<file path="src/rtl/chg_event_log.sv">
// chg_event_log -- per-channel change detector feeding a timestamped event FIFO.
//
// Each of NCH channels of width W is compared against its registered copy.
// A change updates the copy (o), flips the channel toggle bit (tog) and parks
// {value, stamp} in a one-deep pending slot for that channel. One pending
// channel per cycle is moved into the event FIFO, lowest index first. A second
// change on a channel whose slot is still occupied overwrites the slot and sets
// the sticky ovf flag.
//
// Ports
//   clk, rst_n         clock, synchronous active-low reset
//   i[NCH*W]           monitored channels, channel c = i[c*W +: W]
//   o[NCH*W]           registered copy of i
//   tog[NCH]           per-channel toggle, flips on each detected change
//   ev_valid/ev_ready  FIFO head handshake
//   ev_ch/data/stamp   head event fields (combinational from storage)
//   level              FIFO occupancy, 0..DEPTH
//   ovf                sticky: an event was coalesced
//   tot_cnt            saturating count of pushed events

// Per-channel slice: registered copy, toggle bit and the pending slot.
module chg_event_log_lane #(
  parameter int W = 8
) (
  input  logic          clk,
  input  logic          rst_n,
  input  logic          prime_i,   // first cycle after reset: load only
  input  logic [W-1:0]  din_i,
  input  logic [15:0]   stamp_i,
  input  logic          take_i,    // pending slot moves into the FIFO this edge
  output logic [W-1:0]  o_o,
  output logic          tog_o,
  output logic          pend_o,
  output logic [W-1:0]  pval_o,
  output logic [15:0]   pstamp_o,
  output logic          coal_o     // change lands on a slot that stays occupied
);
  logic [W-1:0] o_q, pval_q;
  logic [15:0]  pstamp_q;
  logic         tog_q, pend_q;
  logic         chg;

  assign chg    = !prime_i && (din_i != o_q);
  // A slot drained on this same edge is free, so a re-change then is not a
  // coalesce: the old values go to the FIFO and the new ones take the slot.
  assign coal_o = chg && pend_q && !take_i;

  always_ff @(posedge clk) begin
    if (!rst_n) begin
      o_q      <= '0;
      tog_q    <= 1'b0;
      pend_q   <= 1'b0;
      pval_q   <= '0;
      pstamp_q <= '0;
    end else begin
      if (prime_i || chg) o_q <= din_i;
      if (chg) begin
        tog_q    <= ~tog_q;
        pval_q   <= din_i;
        pstamp_q <= stamp_i;
      end
      pend_q <= chg | (pend_q & ~take_i);
    end
  end

  assign o_o      = o_q;
  assign tog_o    = tog_q;
  assign pend_o   = pend_q;
  assign pval_o   = pval_q;
  assign pstamp_o = pstamp_q;
endmodule

module chg_event_log #(
  parameter int NCH     = 4,
  parameter int W       = 8,
  parameter int DEPTH   = 8,
  parameter int VERBOSE = 0
) (
  input  logic                                 clk,
  input  logic                                 rst_n,
  input  logic [NCH*W-1:0]                     i,
  output logic [NCH*W-1:0]                     o,
  output logic [NCH-1:0]                       tog,
  output logic                                 ev_valid,
  input  logic                                 ev_ready,
  output logic [((NCH > 1) ? $clog2(NCH) : 1)-1:0] ev_ch,
  output logic [W-1:0]                         ev_data,
  output logic [15:0]                          ev_stamp,
  output logic [$clog2(DEPTH):0]               level,
  output logic                                 ovf,
  output logic [15:0]                          tot_cnt
);
  localparam int CW = (NCH > 1) ? $clog2(NCH) : 1;
  localparam int PW = $clog2(DEPTH);
  localparam int LW = PW + 1;

  typedef struct packed {
    logic [CW-1:0] ch;
    logic [W-1:0]  data;
    logic [15:0]   stamp;
  } ev_t;

  // ---------------------------------------------------------------- state
  logic [15:0]   stamp_q, stamp_d;
  logic          prime_q;
  logic          ovf_q, ovf_d;
  logic [15:0]   tot_q, tot_d;
  logic [LW-1:0] level_q, level_d;
  logic [PW-1:0] wr_ptr_q, wr_ptr_d, rd_ptr_q, rd_ptr_d;
  ev_t           mem_q [DEPTH];

  // ---------------------------------------------------------------- lanes
  logic [NCH-1:0][W-1:0]  o_w, pval_w;
  logic [NCH-1:0][15:0]   pstamp_w;
  logic [NCH-1:0]         tog_w, pend_w, take_w, coal_w;

  for (genvar c = 0; c < NCH; c++) begin : g_lane
    chg_event_log_lane #(.W(W)) u_lane (
      .clk      (clk),
      .rst_n    (rst_n),
      .prime_i  (prime_q),
      .din_i    (i[c*W +: W]),
      .stamp_i  (stamp_q),
      .take_i   (take_w[c]),
      .o_o      (o_w[c]),
      .tog_o    (tog_w[c]),
      .pend_o   (pend_w[c]),
      .pval_o   (pval_w[c]),
      .pstamp_o (pstamp_w[c]),
      .coal_o   (coal_w[c])
    );
  end

  // ------------------------------------------------------ push arbitration
  logic [CW-1:0] sel_ch;
  logic          any_pend, full, push, pop;
  ev_t           wr_ev, head;

  // Scan high-to-low so the lowest pending index is the last to win.
  always_comb begin
    sel_ch   = '0;
    any_pend = 1'b0;
    for (int c = NCH - 1; c >= 0; c--) begin
      if (pend_w[c]) begin
        sel_ch   = CW'(c);
        any_pend = 1'b1;
      end
    end
  end

  assign pop   = (level_q != '0) && ev_ready;
  assign full  = (level_q == LW'(DEPTH));
  // A pop frees the slot at the same edge, so a full FIFO still accepts.
  assign push  = any_pend && (!full || pop);
  assign take_w = push ? (NCH'(1) << sel_ch) : '0;

  always_comb begin
    wr_ev       = '0;
    wr_ev.ch    = sel_ch;
    wr_ev.data  = pval_w[sel_ch];
    wr_ev.stamp = pstamp_w[sel_ch];
  end

  // ------------------------------------------------------------ next state
  always_comb begin
    stamp_d  = stamp_q + 16'd1;
    ovf_d    = ovf_q | (|coal_w);
    tot_d    = tot_q;
    level_d  = level_q;
    wr_ptr_d = wr_ptr_q;
    rd_ptr_d = rd_ptr_q;
    if (push && tot_q != 16'hFFFF) tot_d = tot_q + 16'd1;
    if (push) wr_ptr_d = wr_ptr_q + PW'(1);
    if (pop)  rd_ptr_d = rd_ptr_q + PW'(1);
    if (push && !pop)      level_d = level_q + LW'(1);
    else if (pop && !push) level_d = level_q - LW'(1);
  end

  // Storage is cleared on reset so the head fields read zero afterwards.
  always_ff @(posedge clk) begin
    if (!rst_n) begin
      stamp_q  <= '0;
      prime_q  <= 1'b1;
      ovf_q    <= 1'b0;
      tot_q    <= '0;
      level_q  <= '0;
      wr_ptr_q <= '0;
      rd_ptr_q <= '0;
      for (int k = 0; k < DEPTH; k++) mem_q[k] <= '0;
    end else begin
      stamp_q  <= stamp_d;
      prime_q  <= 1'b0;
      ovf_q    <= ovf_d;
      tot_q    <= tot_d;
      level_q  <= level_d;
      wr_ptr_q <= wr_ptr_d;
      rd_ptr_q <= rd_ptr_d;
      if (push) mem_q[wr_ptr_q] <= wr_ev;
    end
  end

  // Optional simulation trace of each push; synthesis ignores $display.
  if (VERBOSE != 0) begin : g_verbose
    always @(posedge clk) begin
      if (rst_n && push)
        $display("chg_event_log: push ch=%0d data=%0h stamp=%0d",
                 wr_ev.ch, wr_ev.data, wr_ev.stamp);
    end
  end

  // --------------------------------------------------------------- outputs
  assign head     = mem_q[rd_ptr_q];
  assign o        = o_w;
  assign tog      = tog_w;
  assign ev_valid = (level_q != '0);
  assign ev_ch    = head.ch;
  assign ev_data  = head.data;
  assign ev_stamp = head.stamp;
  assign level    = level_q;
  assign ovf      = ovf_q;
  assign tot_cnt  = tot_q;
endmodule

</file>
<file path="config.mk">
export PLATFORM = sky130hd
export DESIGN_NAME = chg_event_log
export DESIGN_NICKNAME = d
export VERILOG_FILES = /design/src/rtl/chg_event_log.sv
export SDC_FILE = /design/constraint.sdc
export NUM_CORES = 1
export LEC_CHECK = 0
export ABC_AREA = 0
export BUFFER_PORTS_ARGS = -buffer_cell sky130_fd_sc_hd__buf_2
export CORE_MARGIN = 4
export CORE_UTILIZATION = 54
export DETAILED_ROUTE_END_ITERATION = 8
export PLACE_DENSITY_LB_ADDON = 0.08
export SYNTH_ARGS = -nofsm -noshare
export SYNTH_HDL_FRONTEND = slang
export SYNTH_SLANG_ARGS = --single-unit
</file>
<file path="constraint.sdc">
create_clock -name clk -period 2.95 [get_ports clk]
set_input_delay 0.885 -clock clk [delete_from_list [all_inputs] [get_ports clk]]
set_output_delay 0.885 -clock clk [all_outputs]
set_load 0.1 [all_outputs]
</file>
After elaboration in Yosys (flattened, before gate mapping)
Memories as Yosys holds them, arrays and structs flattened. A register that Yosys moved wholly into a read port is not among the register bits.
Index checks and enable logic that the tools add are counted.
Storage, ports and cells
  flip-flop bits (word level): 180
  RAM bits: 208
  input bits: 35
  memories kept: 1
Memory list
  mem_q: depth 8, width 26, rd ports 1, clocked after memory_dff 1, write ports 8, RTL line 110  | ev_t mem_q [DEPTH];
Operators by class
  $add $sub $neg: 6
  order comparisons: 1
  eq/ne operators: 6
  shifts and indexed selects: 1
  muxes and demuxes: 24
  bitwise gates (word level): 17
  reductions and logical operators: 34
Operator list (number)
  $add A16 B1 Y16 const B: 2
  $bmux W16 S2: 1
  $ne A8 B8 Y1: 4
  $mux W26: 1
  $reduce_or A26 Y1: 1
  $logic_and A1 B1 Y1: 17
  $bmux W8 S2: 1
  $mux W16: 1
  $ne A16 B16 Y1 const B: 1
  $mux W4: 3
  $mux W1: 9
  $mux W3: 3
  $logic_not A1 Y1: 8
  $mux W2: 4
  $mux W8: 1
  $not A1 Y1: 8
  $add A3 B1 Y3 const B: 2
  $logic_or A1 B1 Y1: 5
  $or A1 B1 Y1: 5
  $add A4 B1 Y4 const B: 1
  $and A1 B1 Y1: 4
  $eq A4 B4 Y1 const B: 1
  $reduce_bool A4 Y1: 1
  $reduce_or A4 Y1: 1
  other kinds (4): 4

Logic depth before layout (Yosys ltp)
Gate-level depths: netlist (run 1).
  depth in word-level cells: 10
  mapped depth: 11

Cells and area by module
A second synthesis (run 1) with hierarchy kept.
Unflattened totals
  cells, all modules: 1438
  area total of the unflattened synthesis: 16923.7 um^2
Modules (own cells, without submodules)
  chg_event_log: instances 1, cells an instance 878, area an instance 11613.6 um^2
  chg_event_log_lane: instances 4, cells an instance 140, area an instance 1327.5 um^2

Least setup slack after synthesis (run 1)
No wires, ideal clock.
  kind: register -> register
  start point: reg level_q[0], in the netlist level[0]
  end point: reg level_q[3], in the netlist level[3]
  setup time: 70 ps
  arrival time: 3666 ps
  setup slack: -787 ps
  stages on the path, launching flop included: 12
  period minus slack after synthesis: 3737 ps
  cell sequence: dfxtp_1 -> nor3_1 -> nand2b_1 -> nand2_1 -> ha_1 -> inv_1 -> ha_1 -> a21o_1 -> a21oi_1 -> xnor2_1 -> or3_1 -> a21oi_1
On the way
  longest elaborated chain between the ends: 7
  elaborated cells between the ends (all ways): 15
  those cells by class: add/sub (2); eq/ne (1); mux (2); reduce/logical (10)
RTL lines
  start, declared: RTL line 108  | logic [LW-1:0] level_q, level_d;
  start signal, assigned: RTL line 195  | level_q <= level_d;
  $reduce_bool A4 Y1 (*)
  net ev_valid: RTL line 84  | output logic ev_valid,
  $logic_and A1 B1 Y1 (*): RTL line 151  | assign pop = (level_q != '0) && ev_ready;
  $logic_or A1 B1 Y1: RTL line 154  | assign push = any_pend && (!full || pop);
  $logic_and A1 B1 Y1: RTL line 154
  $logic_not A1 Y1: RTL line 176  | else if (pop && !push) level_d = level_q - LW'(1);
  $logic_and A1 B1 Y1: RTL line 176
  $reduce_bool A2 Y1 (no source line)
The timed path passes the listed nets; every way through them passes the cells marked *. The select of a mux whose other input is x is not followed.
A chain may end at the register's enable or synchronous reset.

==> out/summary.txt, run 1 <==
total global routing overflow -> 0
synthesized area per cell -> 12.6 um^2
clock-pin slew of the registers on the worst-case setup and hold paths -> 0.06 ns
minimum clock period after layout -> 3.14 ns
synthesized netlist cell count -> 1301
area leader, netlist -> edfxtp_1
standard-cell rows -> 63
total of flip-flops plus latches after synthesis -> 391
detailed-route wire length -> 40.9 mm
DP Area -> 17800 um^2
period utilization -> 107%
first-pass GRT wire length -> 63.5 mm
number of global-route vias before repair -> 10752
Mapped Nets -> 1344
share of Yosys cell area claimed by the top area cell type -> 38.2%
fill cell count -> 2285
count of final setup violators -> 26
number of buffers inserted by port buffering -> 118
number of enable-type register cells in the synthesized netlist -> 208
worst min path class -> reg2reg
die width -> 182 um
worst-path cell with the longest stage delay -> mux4_2
clock tree from TritonCTS -> done
synthesized cell area -> 16400 um^2
Synth warnings -> 0
top post-synthesis cells by area -> edfxtp_1 (38%), dfxtp_1 (22%), nor2_1 (8.1%)
clock buffers created by TritonCTS -> 41
HPWL after detailed placement -> 25.0 mm
register area -> 9920 um^2
worst path bufs/invs -> 4
Most common cell on crit path -> buf_12
Clock Tree Buf Depth -> 3
static leakage -> 7.70 nW
area growth from synthesis to final layout -> 21.0%
Clock Latency Late Sink -> 0.54 ns
Post-synth top flop -> edfxtp_1
kind of end point of the critical path -> output port
share of layout cells above drive strength 1 -> 25.4%
count of maximum capacitance violations -> 0
average vias per placed instance -> 5.71
failing checks -> negative setup slack
Worst Setup Start Kind -> flip-flop
Antenna Nets Post-Route -> 0
Die Footprint -> 33100 um^2
smallest setup slack after layout -> -0.194 ns
share of synthesized registers carrying an async set or reset -> 0%
Final Net Count -> 1495
power density over the cells -> 831 nW/um^2
total number of vias -> 10697
total power after layout -> 16.4 mW
headroom to the max-slew limit -> 23.8%
data required time of the worst path -> 2.07 ns
total non-filler cell area in the finished layout -> 19800 um^2
CTS H-tree lvls -> 2
setup repair after global routing missed its margin -> yes
most used cells in the layout excluding fill and tap cells -> nor2_1 (354), edfxtp_1 (208), dfxtp_1 (177)
Hold Vio Cnt, Final -> 0
number of antenna violations at the first check in global routing -> 0
Core ar. -> 29800 um^2
run status -> finished, violations left
num ports -> 119
post-synthesis cell type count -> 49
peak supply drop -> 0.455 mV
average wire per standard cell -> 21.8 um
pre-CTS setup slack -> 0.0180 ns
most common cell after layout, fill and taps aside -> nor2_1
number of sinks on the clock net -> 391
startpoint-to-endpoint class of the critical path -> reg2out
transition time at the pin with the least slew margin -> 1.14 ns
largest net degree at the start of global routing -> 149
Iteration-0 DRC Markers -> 884
critical path cell sequence -> buf_12 -> buf_12 -> buf_12 -> mux4_2 -> mux2_4 -> buf_12
Worst Skew -> 0.0318 ns
number of detailed-route iterations in the first pass -> 8
sequential share of the synthesized area -> 60.6%
last weighted congestion value of the routability-driven placer -> 0.781
DIE HEIGHT -> 182 um
overall global routing resource usage -> 24.5%
DRC violations left -> 0
Crit Path Max Fanout -> 8
cell at the root of the clock tree -> clkbuf_16
delay contributed by the slowest stage of the critical path -> 0.52 ns
Reg2Reg Setup Slack -> 0.31 ns
area taken by multi-input logic gates -> 6180 um^2
worst path arrival time -> 2.26 ns
CP delay by family, top -> multiplexers
number of pins with negative max-slew slack in the final report -> 0
final hold slack -> 0.490 ns
highest clock rate -> 0.318 GHz
Antenna Cells -> 0
initial cell density of the core -> 54.9%
[worst min-delay path, stage by stage (launching register included)]
cell and delay, ns:
dfxtp_1 0.32, mux2i_1 0.06, nor2_1 0.07
[metrics by stage]
| stage | util (%) | instances | setup TNS, ns |
|---|---|---|---|
| finish | 66.4 | 1873 | -3.54 |
| floorplan | - | 1301 | 0 |
| global placement | 59.7 | 1788 | 0 |
| CTS | 66.0 | 1872 | -3.87 |
| global route | 66.4 | 1873 | -4.79 |
| detailed placement | 59.7 | 1788 | 0 |
[final cells by class]
cell class | instances | share of cell area [%]
sequential | 391 | 50.1
multi-input combinational | 814 | 31.2
timing repair buffer | 198 | 9.45
clock buffer | 67 | 6.40
tap | 390 | 2.47
clock inverter | 7 | 0.202
inverter | 6 | 0.126
[sequential cells by signal (all words and copies together) (netlist names), named ones only]
name,count
tot_cnt,16
g_lane.u_lane.tog_o,4
ovf,1
rd_ptr_q,3
stamp_q,16
g_lane.u_lane.o_o,32
g_lane.u_lane.pstamp_o,64
g_lane.u_lane.pend_o,4
mem_q,208
level,4
prime_q,1
g_lane.u_lane.pval_o,32
wr_ptr_q,3
[synthesized netlist by cell type, types with 6 or more instances]
cell	n
a21oi_1	15
a222oi_1	24
and2_1	35
and3_1	6
buf_2	21
clkbuf_1	60
dfxtp_1	183
edfxtp_1	208
ha_1	7
mux2_2	28
mux2_4	22
mux2i_1	99
mux4_2	52
nand2_1	24
nand3_1	14
nor2_1	354
nor4_1	10
o21ai_0	7
or3_1	6
xnor2_1	23
xor2_1	44
[kinds of logic after synthesis]
group | Yosys count | share of synthesized area [%]
buffers and inverters | 96 | 2.59
AO/OA/AOI/OAI | 67 | 3.18
XOR/XNOR | 67 | 3.59
adder cells (fa/ha/maj) | 8 | 0.658
flip-flops | 391 | 60.6
AND/OR/NAND/NOR | 471 | 12.3
multiplexers | 201 | 17.2
[final timing paths]
path	startpoint	to	cells past startpoint
setup / recovery	flip-flop	ev_stamp[9]	6
hold / removal	g_lane[1].u_lane.pstamp_o[0]$_SDFFE_PN0P_	g_lane[1].u_lane.pstamp_o[0]$_SDFFE_PN0P_	2
setup reg to reg	level[0]$_SDFFE_PN0P_	level[3]$_SDFFE_PN0P_	11
hold reg to reg	g_lane[1].u_lane.pstamp_o[0]$_SDFFE_PN0P_	g_lane[1].u_lane.pstamp_o[0]$_SDFFE_PN0P_	2
[per-layer routing]
| metal | global-route usage [%] | share of wire (%) |
|---|---|---|
| met2 | 41.7 | 50 |
| met4 | 6.60 | 2.3 |
| met5 | 0 | 0 |
| met3 | 3.37 | 5.9 |
| met1 | 33.4 | 41 |
[report_power, final]
| group | switching, mW | internal (mW) |
|---|---|---|
| clock network | 2.06 | 2.93 |
| registers | 0.201 | 6.07 |
| logic | 3.11 | 2.06 |
[timing repair]
item / CTS / global route
hold buffers: 0 / 0
cloned: 3 / 1
buffers inserted: 7 / 0
endpoints found under the setup margin: 26 / 26
resized for setup: 110 / 24
No activity file was read; power rests on OpenSTA's default activity.
==> run 2, diff against run 1 <==
--- a/config.mk
+++ b/config.mk
@@ -8,9 +8,10 @@
 export ABC_AREA = 0
 export BUFFER_PORTS_ARGS = -buffer_cell sky130_fd_sc_hd__buf_2
 export CORE_MARGIN = 4
-export CORE_UTILIZATION = 54
+export CORE_UTILIZATION = 23
 export DETAILED_ROUTE_END_ITERATION = 8
 export PLACE_DENSITY_LB_ADDON = 0.08
 export SYNTH_ARGS = -nofsm -noshare
 export SYNTH_HDL_FRONTEND = slang
+export SYNTH_HIERARCHICAL = 1
 export SYNTH_SLANG_ARGS = --single-unit
==> out/summary.txt, run 2 <==
run status -> finished, violations left
failing checks -> negative setup slack
DRC violations left -> 0
startpoint-to-endpoint class of the critical path -> reg2out
total number of vias -> 10923
worst min path class -> reg2reg
clock tree from TritonCTS -> done
Mapped Nets -> 1481
CP delay by family, top -> multiplexers
total of flip-flops plus latches after synthesis -> 391
Clock Tree Buf Depth -> 3
first-pass GRT wire length -> 75.6 mm
Core ar. -> 73000 um^2
data required time of the worst path -> 2.07 ns
area leader, netlist -> edfxtp_1
Switch Pwr -> 5.71 mW
synthesized area per cell -> 11.8 um^2
average vias per placed instance -> 4.26
most common cell in the synthesized netlist -> nor2_1
Crit Path Max Fanout -> 14
power density over the cells -> 813 nW/um^2
synthesized cell area -> 16900 um^2
top post-synthesis cells by area -> edfxtp_1 (37%), dfxtp_1 (22%), mux2i_1 (7.6%)
final hold slack -> 0.457 ns
Iteration-0 DRC Markers -> 616
Worst Setup Start Kind -> flip-flop
critical path cell sequence -> buf_12 -> mux4_2 -> mux2_4 -> buf_12
accumulated negative setup slack -> -4.73 ns
die width -> 279 um
total global routing overflow -> 0
count of maximum capacitance violations -> 0
Switching Fraction -> 33.8%
number of flip-flops in the largest register -> 208
Antenna Nets Post-Route -> 0
clock buffers created by TritonCTS -> 48
most common cell after layout, fill and taps aside -> nor2_1
total power after layout -> 16.9 mW
detailed-route wire length -> 49.8 mm
area growth from synthesis to final layout -> 22.9%
count of final setup violators -> 26
period utilization -> 107%
Clock Latency Late Sink -> 0.60 ns
Most common cell on crit path -> buf_12
Final Net Count -> 1617
average wire per standard cell -> 19.4 um
clock network fraction of total power -> 33.5%
HPWL after detailed placement -> 31.4 mm
fill cell count -> 7453
minimum clock period after layout -> 3.17 ns
most used standard cells in the synthesized netlist -> nor2_1 (251), nand2_1 (227), edfxtp_1 (208)
highest clock rate -> 0.316 GHz
number of sinks on the clock net -> 391
smallest setup slack after layout -> -0.216 ns
sequential share of the synthesized area -> 58.6%
number of enable-type register cells in the synthesized netlist -> 208
proportion of power drawn by combinational gates -> 29.3%
worst-path cell with the longest stage delay -> mux4_2
last weighted congestion value of the routability-driven placer -> 0.701
number of antenna violations at the first check in global routing -> 0
worst path bufs/invs -> 2
Worst Skew -> 0.0241 ns
cell-internal power -> 11.2 mW
share of layout cells above drive strength 1 -> 21.5%
Post-synth top flop -> edfxtp_1
share of synthesized registers carrying an async set or reset -> 0%
most used cells in the layout excluding fill and tap cells -> nor2_1 (250), nand2_1 (227), edfxtp_1 (208)
Synth warnings -> 6
largest net degree at the start of global routing -> 155
sequential group share of total power -> 37.2%
transition time at the pin with the least slew margin -> 1.08 ns
standard-cell rows -> 99
worst path arrival time -> 2.28 ns
static leakage -> 7.82 nW
overall global routing resource usage -> 12.7%
share of Yosys cell area claimed by the top area cell type -> 36.9%
DIE HEIGHT -> 279 um
num ports -> 119
initial cell density of the core -> 23.2%
Hold Vio Cnt, Final -> 0
clock-pin slew of the registers on the worst-case setup and hold paths -> 0.05 ns
number of detailed-route iterations in the first pass -> 5
synthesized netlist cell count -> 1438
peak supply drop -> 0.628 mV
delay contributed by the slowest stage of the critical path -> 0.55 ns
setup repair after global routing missed its margin -> yes
number of buffers inserted by port buffering -> 118
post-synthesis cell type count -> 54
number of global-route vias before repair -> 11334
Die Footprint -> 78000 um^2
cell at the root of the clock tree -> clkbuf_16
kind of end point of the critical path -> output port
Antenna Cells -> 0
number of pins with negative max-slew slack in the final report -> 0
total of hold buffers inserted after clock tree synthesis -> 0
register with the most flip-flops -> mem_q
Finished Core Util -> 28.5%
headroom to the max-slew limit -> 27.9%
CTS H-tree lvls -> 2
## run 2: cell families (layout without fill, tap and decap cells)
family	after synthesis	in the layout	share of synthesized area, %
buf+inv	127	297	3.87
xor+xnor	60	60	3.11
simple gates	566	566	14.1
fa+ha+maj	8	8	0.636
compound gates	79	79	3.42
flops	391	391	58.6
mux	207	207	16.3
## run 2: worst reg2reg max path, stage by stage (launching register included)
cell	delay (ns)
dfxtp_2	0.35
or3_1	0.43
or2_4	0.27
nand2_1	0.13
ha_1	0.21
inv_1	0.07
ha_1	0.27
a21o_1	0.17
a21oi_1	0.19
xnor2_1	0.10
or3_1	0.30
a21oi_1	0.14
## run 2: area by class of cell
class	count	area, um^2	share of cell area (%)
Inverter	37	139	0.668
Clock inverter	16	129	0.620
Clock buffer	68	1360	6.52
Sequential cell	391	9920	47.7
Timing Repair Buffer	176	1560	7.52
Tap cell	959	1200	5.77
Multi-Input combinational cell	920	6490	31.2
## run 2: power by group through the flow
| stage | combinational, mW | sequential [mW] | clock [mW] |
|---|---|---|---|
| 5_1_grt | 5.24 | 6.34 | 6.12 |
| 3_3_place_gp | 4.95 | 6.42 | 0 |
| 2_1_floorplan | 2.93 | 6.74 | 0 |
| 3_5_place_dp | 4.95 | 6.42 | 0 |
| 4_1_cts | 5.05 | 6.30 | 5.89 |
| 6_report | 4.96 | 6.29 | 5.66 |
## run 2: path summary, 6_finish.rpt
| check | startpoint | end | slack [ns] | depth (start not counted) |
|---|---|---|---|---|
| worst max-delay path | flip-flop | ev_stamp[10] | -0.22 | 4 |
| worst min-delay path | g_lane[0].u_lane/pstamp_o[2]$_SDFFE_PN0P_ | g_lane[0].u_lane/pstamp_o[2]$_SDFFE_PN0P_ | 0.46 | 2 |
| worst max register to register | level[0]$_SDFFE_PN0P_ | level[3]$_SDFFE_PN0P_ | 0.26 | 11 |
| worst min register to register | g_lane[0].u_lane/pstamp_o[2]$_SDFFE_PN0P_ | g_lane[0].u_lane/pstamp_o[2]$_SDFFE_PN0P_ | 0.46 | 2 |
## run 2: timing repair
item                                    in CTS  in global routing
pin swaps                                    0                  0
buffers inserted                             2                  1
gates resized for setup                     16                  7
endpoints found under the setup margin      26                 26
## run 2: metal layers
layer | part of all wire [%] | global-route usage, % | wire, um
met4 | 1.9 | 3.04 | 926
met2 | 48 | 20.8 | 23700
met1 | 47 | 17.5 | 23200
met5 | 0 | 0 | 0
met3 | 4.0 | 2.45 | 1970
## run 2: metrics by stage
stage | instance area (um^2) | setup WS [ns] | instances
final | 20800 | -0.216 | 2567
after global routing | 20800 | -0.306 | 2567
after CTS | 20800 | -0.306 | 2566
after floorplan | 16900 | 0.0223 | 1438
after detailed placement | 19200 | 0.0964 | 2480
after global placement | 19200 | 0.0714 | 2480
==> run 3, diff against run 2 <==
--- a/config.mk
+++ b/config.mk
@@ -7,10 +7,14 @@
 export LEC_CHECK = 0
 export ABC_AREA = 0
 export BUFFER_PORTS_ARGS = -buffer_cell sky130_fd_sc_hd__buf_2
+export CAP_MARGIN = 20
+export CELL_PAD_IN_SITES_DETAIL_PLACEMENT = 1
+export CELL_PAD_IN_SITES_GLOBAL_PLACEMENT = 2
 export CORE_MARGIN = 4
 export CORE_UTILIZATION = 23
 export DETAILED_ROUTE_END_ITERATION = 8
 export PLACE_DENSITY_LB_ADDON = 0.08
+export SKIP_LAST_GASP = 1
 export SYNTH_ARGS = -nofsm -noshare
 export SYNTH_HDL_FRONTEND = slang
 export SYNTH_HIERARCHICAL = 1
==> out/summary.txt, run 3 (same netlist as run 2, synthesis figures left out) <==
area taken by multi-input logic gates -> 6470 um^2
register with the most flip-flops -> mem_q
number of pins with negative max-slew slack in the final report -> 0
cell-internal power -> 11.6 mW
sequential group share of total power -> 36.1%
num ports -> 119
transition time at the pin with the least slew margin -> 0.912 ns
Core ar. -> 73000 um^2
final hold slack -> 0.454 ns
run status -> finished, violations left
minimum clock period after layout -> 3.19 ns
total of hold buffers inserted after clock tree synthesis -> 0
number of flip-flops in the largest register -> 208
average wire per standard cell -> 20.6 um
total global routing overflow -> 0
smallest setup slack after layout -> -0.236 ns
cell total after placement -> 2484
Clock Latency Late Sink -> 0.58 ns
peak supply drop -> 0.653 mV
number of sinks on the clock net -> 391
clock-pin slew of the registers on the worst-case setup and hold paths -> 0.06 ns
cell at the root of the clock tree -> clkbuf_16
Crit Path Max Fanout -> 14
clock tree from TritonCTS -> done
kind of end point of the critical path -> output port
first-pass GRT wire length -> 80.7 mm
Worst Setup Start Kind -> flip-flop
die width -> 279 um
average vias per placed instance -> 4.36
most used cells in the layout excluding fill and tap cells -> nor2_1 (250), nand2_1 (227), edfxtp_1 (208)
number of global-route vias before repair -> 12271
static leakage -> 7.93 nW
pre-CTS setup slack -> 0.0502 ns
headroom to the max-slew limit -> 38.8%
Die Footprint -> 78000 um^2
Reg2Reg Setup Slack -> 0.26 ns
number of detailed-route iterations in the first pass -> 5
startpoint-to-endpoint class of the critical path -> reg2out
count of maximum capacitance violations -> 0
fin cells -> 2581
Iteration-0 DRC Markers -> 563
highest clock rate -> 0.314 GHz
period utilization -> 108%
Worst Skew -> 0.0177 ns
Switch Pwr -> 5.80 mW
number of buffers inserted by port buffering -> 118
data required time of the worst path -> 2.07 ns
share of layout cells above drive strength 1 -> 22.3%
Finished Core Util -> 28.8%
Antenna Cells -> 0
standard-cell rows -> 99
initial cell density of the core -> 23.2%
Antenna Nets Post-Route -> 0
number of antenna violations at the first check in global routing -> 0
register area -> 9920 um^2
largest net degree at the start of global routing -> 103
clock network fraction of total power -> 34.7%
fill cell count -> 7915
proportion of power drawn by combinational gates -> 29.2%
last weighted congestion value of the routability-driven placer -> 0.696
detailed-route wire length -> 53.1 mm
overall global routing resource usage -> 13.7%
failing checks -> negative setup slack
Hold Vio Cnt, Final -> 0
setup repair after global routing missed its margin -> yes
power density over the cells -> 829 nW/um^2
HPWL after detailed placement -> 33.4 mm
clock buffers created by TritonCTS -> 50
total number of vias -> 11241
worst path arrival time -> 2.30 ns
Final Net Count -> 1625
Switching Fraction -> 33.3%
DRC violations left -> 0
CTS H-tree lvls -> 2
Clock Tree Buf Depth -> 3
count of final setup violators -> 26
area growth from synthesis to final layout -> 24.2%
worst min path class -> reg2reg
most common cell after layout, fill and taps aside -> nor2_1
DIE HEIGHT -> 279 um
run 3: changes by cell type in the layout (fill, tap and decap cells not counted), moves of 3 or more:
| cell | delta |
|---|---|
| mux2_2 | +6 |
| mux2_4 | -6 |
| clkbuf_8 | +5 |
| buf_12 | +3 |
| buf_4 | +3 |
| clkbuf_16 | +3 |
| clkinv_2 | +3 |
run 3: layer usage:
layer  track usage (%)  vias up  wire [um]
met2              22.9      166      25500
li1                  -     5314          -
met3              2.23       67       2020
met4              2.99        0        931
met5                 0        -          0
met1              18.7     5694      24600
run 3: worst paths after layout:
path | start | endpoint | cells after the start
setup / recovery | flip-flop | ev_stamp[10] | 4
hold / removal | g_lane[0].u_lane/pstamp_o[11]$_SDFFE_PN0P_ | g_lane[0].u_lane/pstamp_o[11]$_SDFFE_PN0P_ | 2
hold reg to reg | g_lane[0].u_lane/pstamp_o[11]$_SDFFE_PN0P_ | g_lane[0].u_lane/pstamp_o[11]$_SDFFE_PN0P_ | 2
setup reg to reg | g_lane[0].u_lane/pend_o$_SDFF_PN0_ | level[3]$_SDFFE_PN0P_ | 11
run 3: layout make-up:
| class | count | share of cell area (%) |
|---|---|---|
| clock buffer | 75 | 7.12 |
| clock inverter | 17 | 0.637 |
| inverter | 37 | 0.661 |
| multi-input combinational | 920 | 30.8 |
| sequential | 391 | 47.2 |
| tap | 959 | 5.71 |
| timing repair buffer | 182 | 7.91 |
run 3: power groups by stage:
stage | registers [mW] | logic (mW) | clock network (mW)
floorplan | 6.74 | 2.93 | 0
global placement | 6.41 | 4.97 | 0
detailed placement | 6.42 | 4.98 | 0
CTS | 6.30 | 5.30 | 6.33
global route | 6.34 | 5.36 | 6.56
finish | 6.29 | 5.08 | 6.06
run 3: stage by stage:
stage / total power, mW / cell area [um^2] / setup TNS (ns)
after floorplan: 9.67 / 16900 / 0
after global placement: 11.4 / 19200 / 0
after detailed placement: 11.4 / 19200 / 0
after CTS: 17.9 / 21100 / -7.25
after global routing: 18.3 / 21000 / -7.53
final: 17.4 / 21000 / -5.05
run 3: timing repair:
action | in CTS | in global routing
buffers inserted | 4 | 0
gates cloned | 3 | 0
gates resized for setup | 19 | 0
setup endpoints to repair | 26 | 26
run 3: worst max-delay path: stages, from the launching register on:
cell	delay (ns)
dfxtp_4	0.46
buf_12	0.21
mux4_2	0.57
mux2_2	0.31
buf_12	0.17
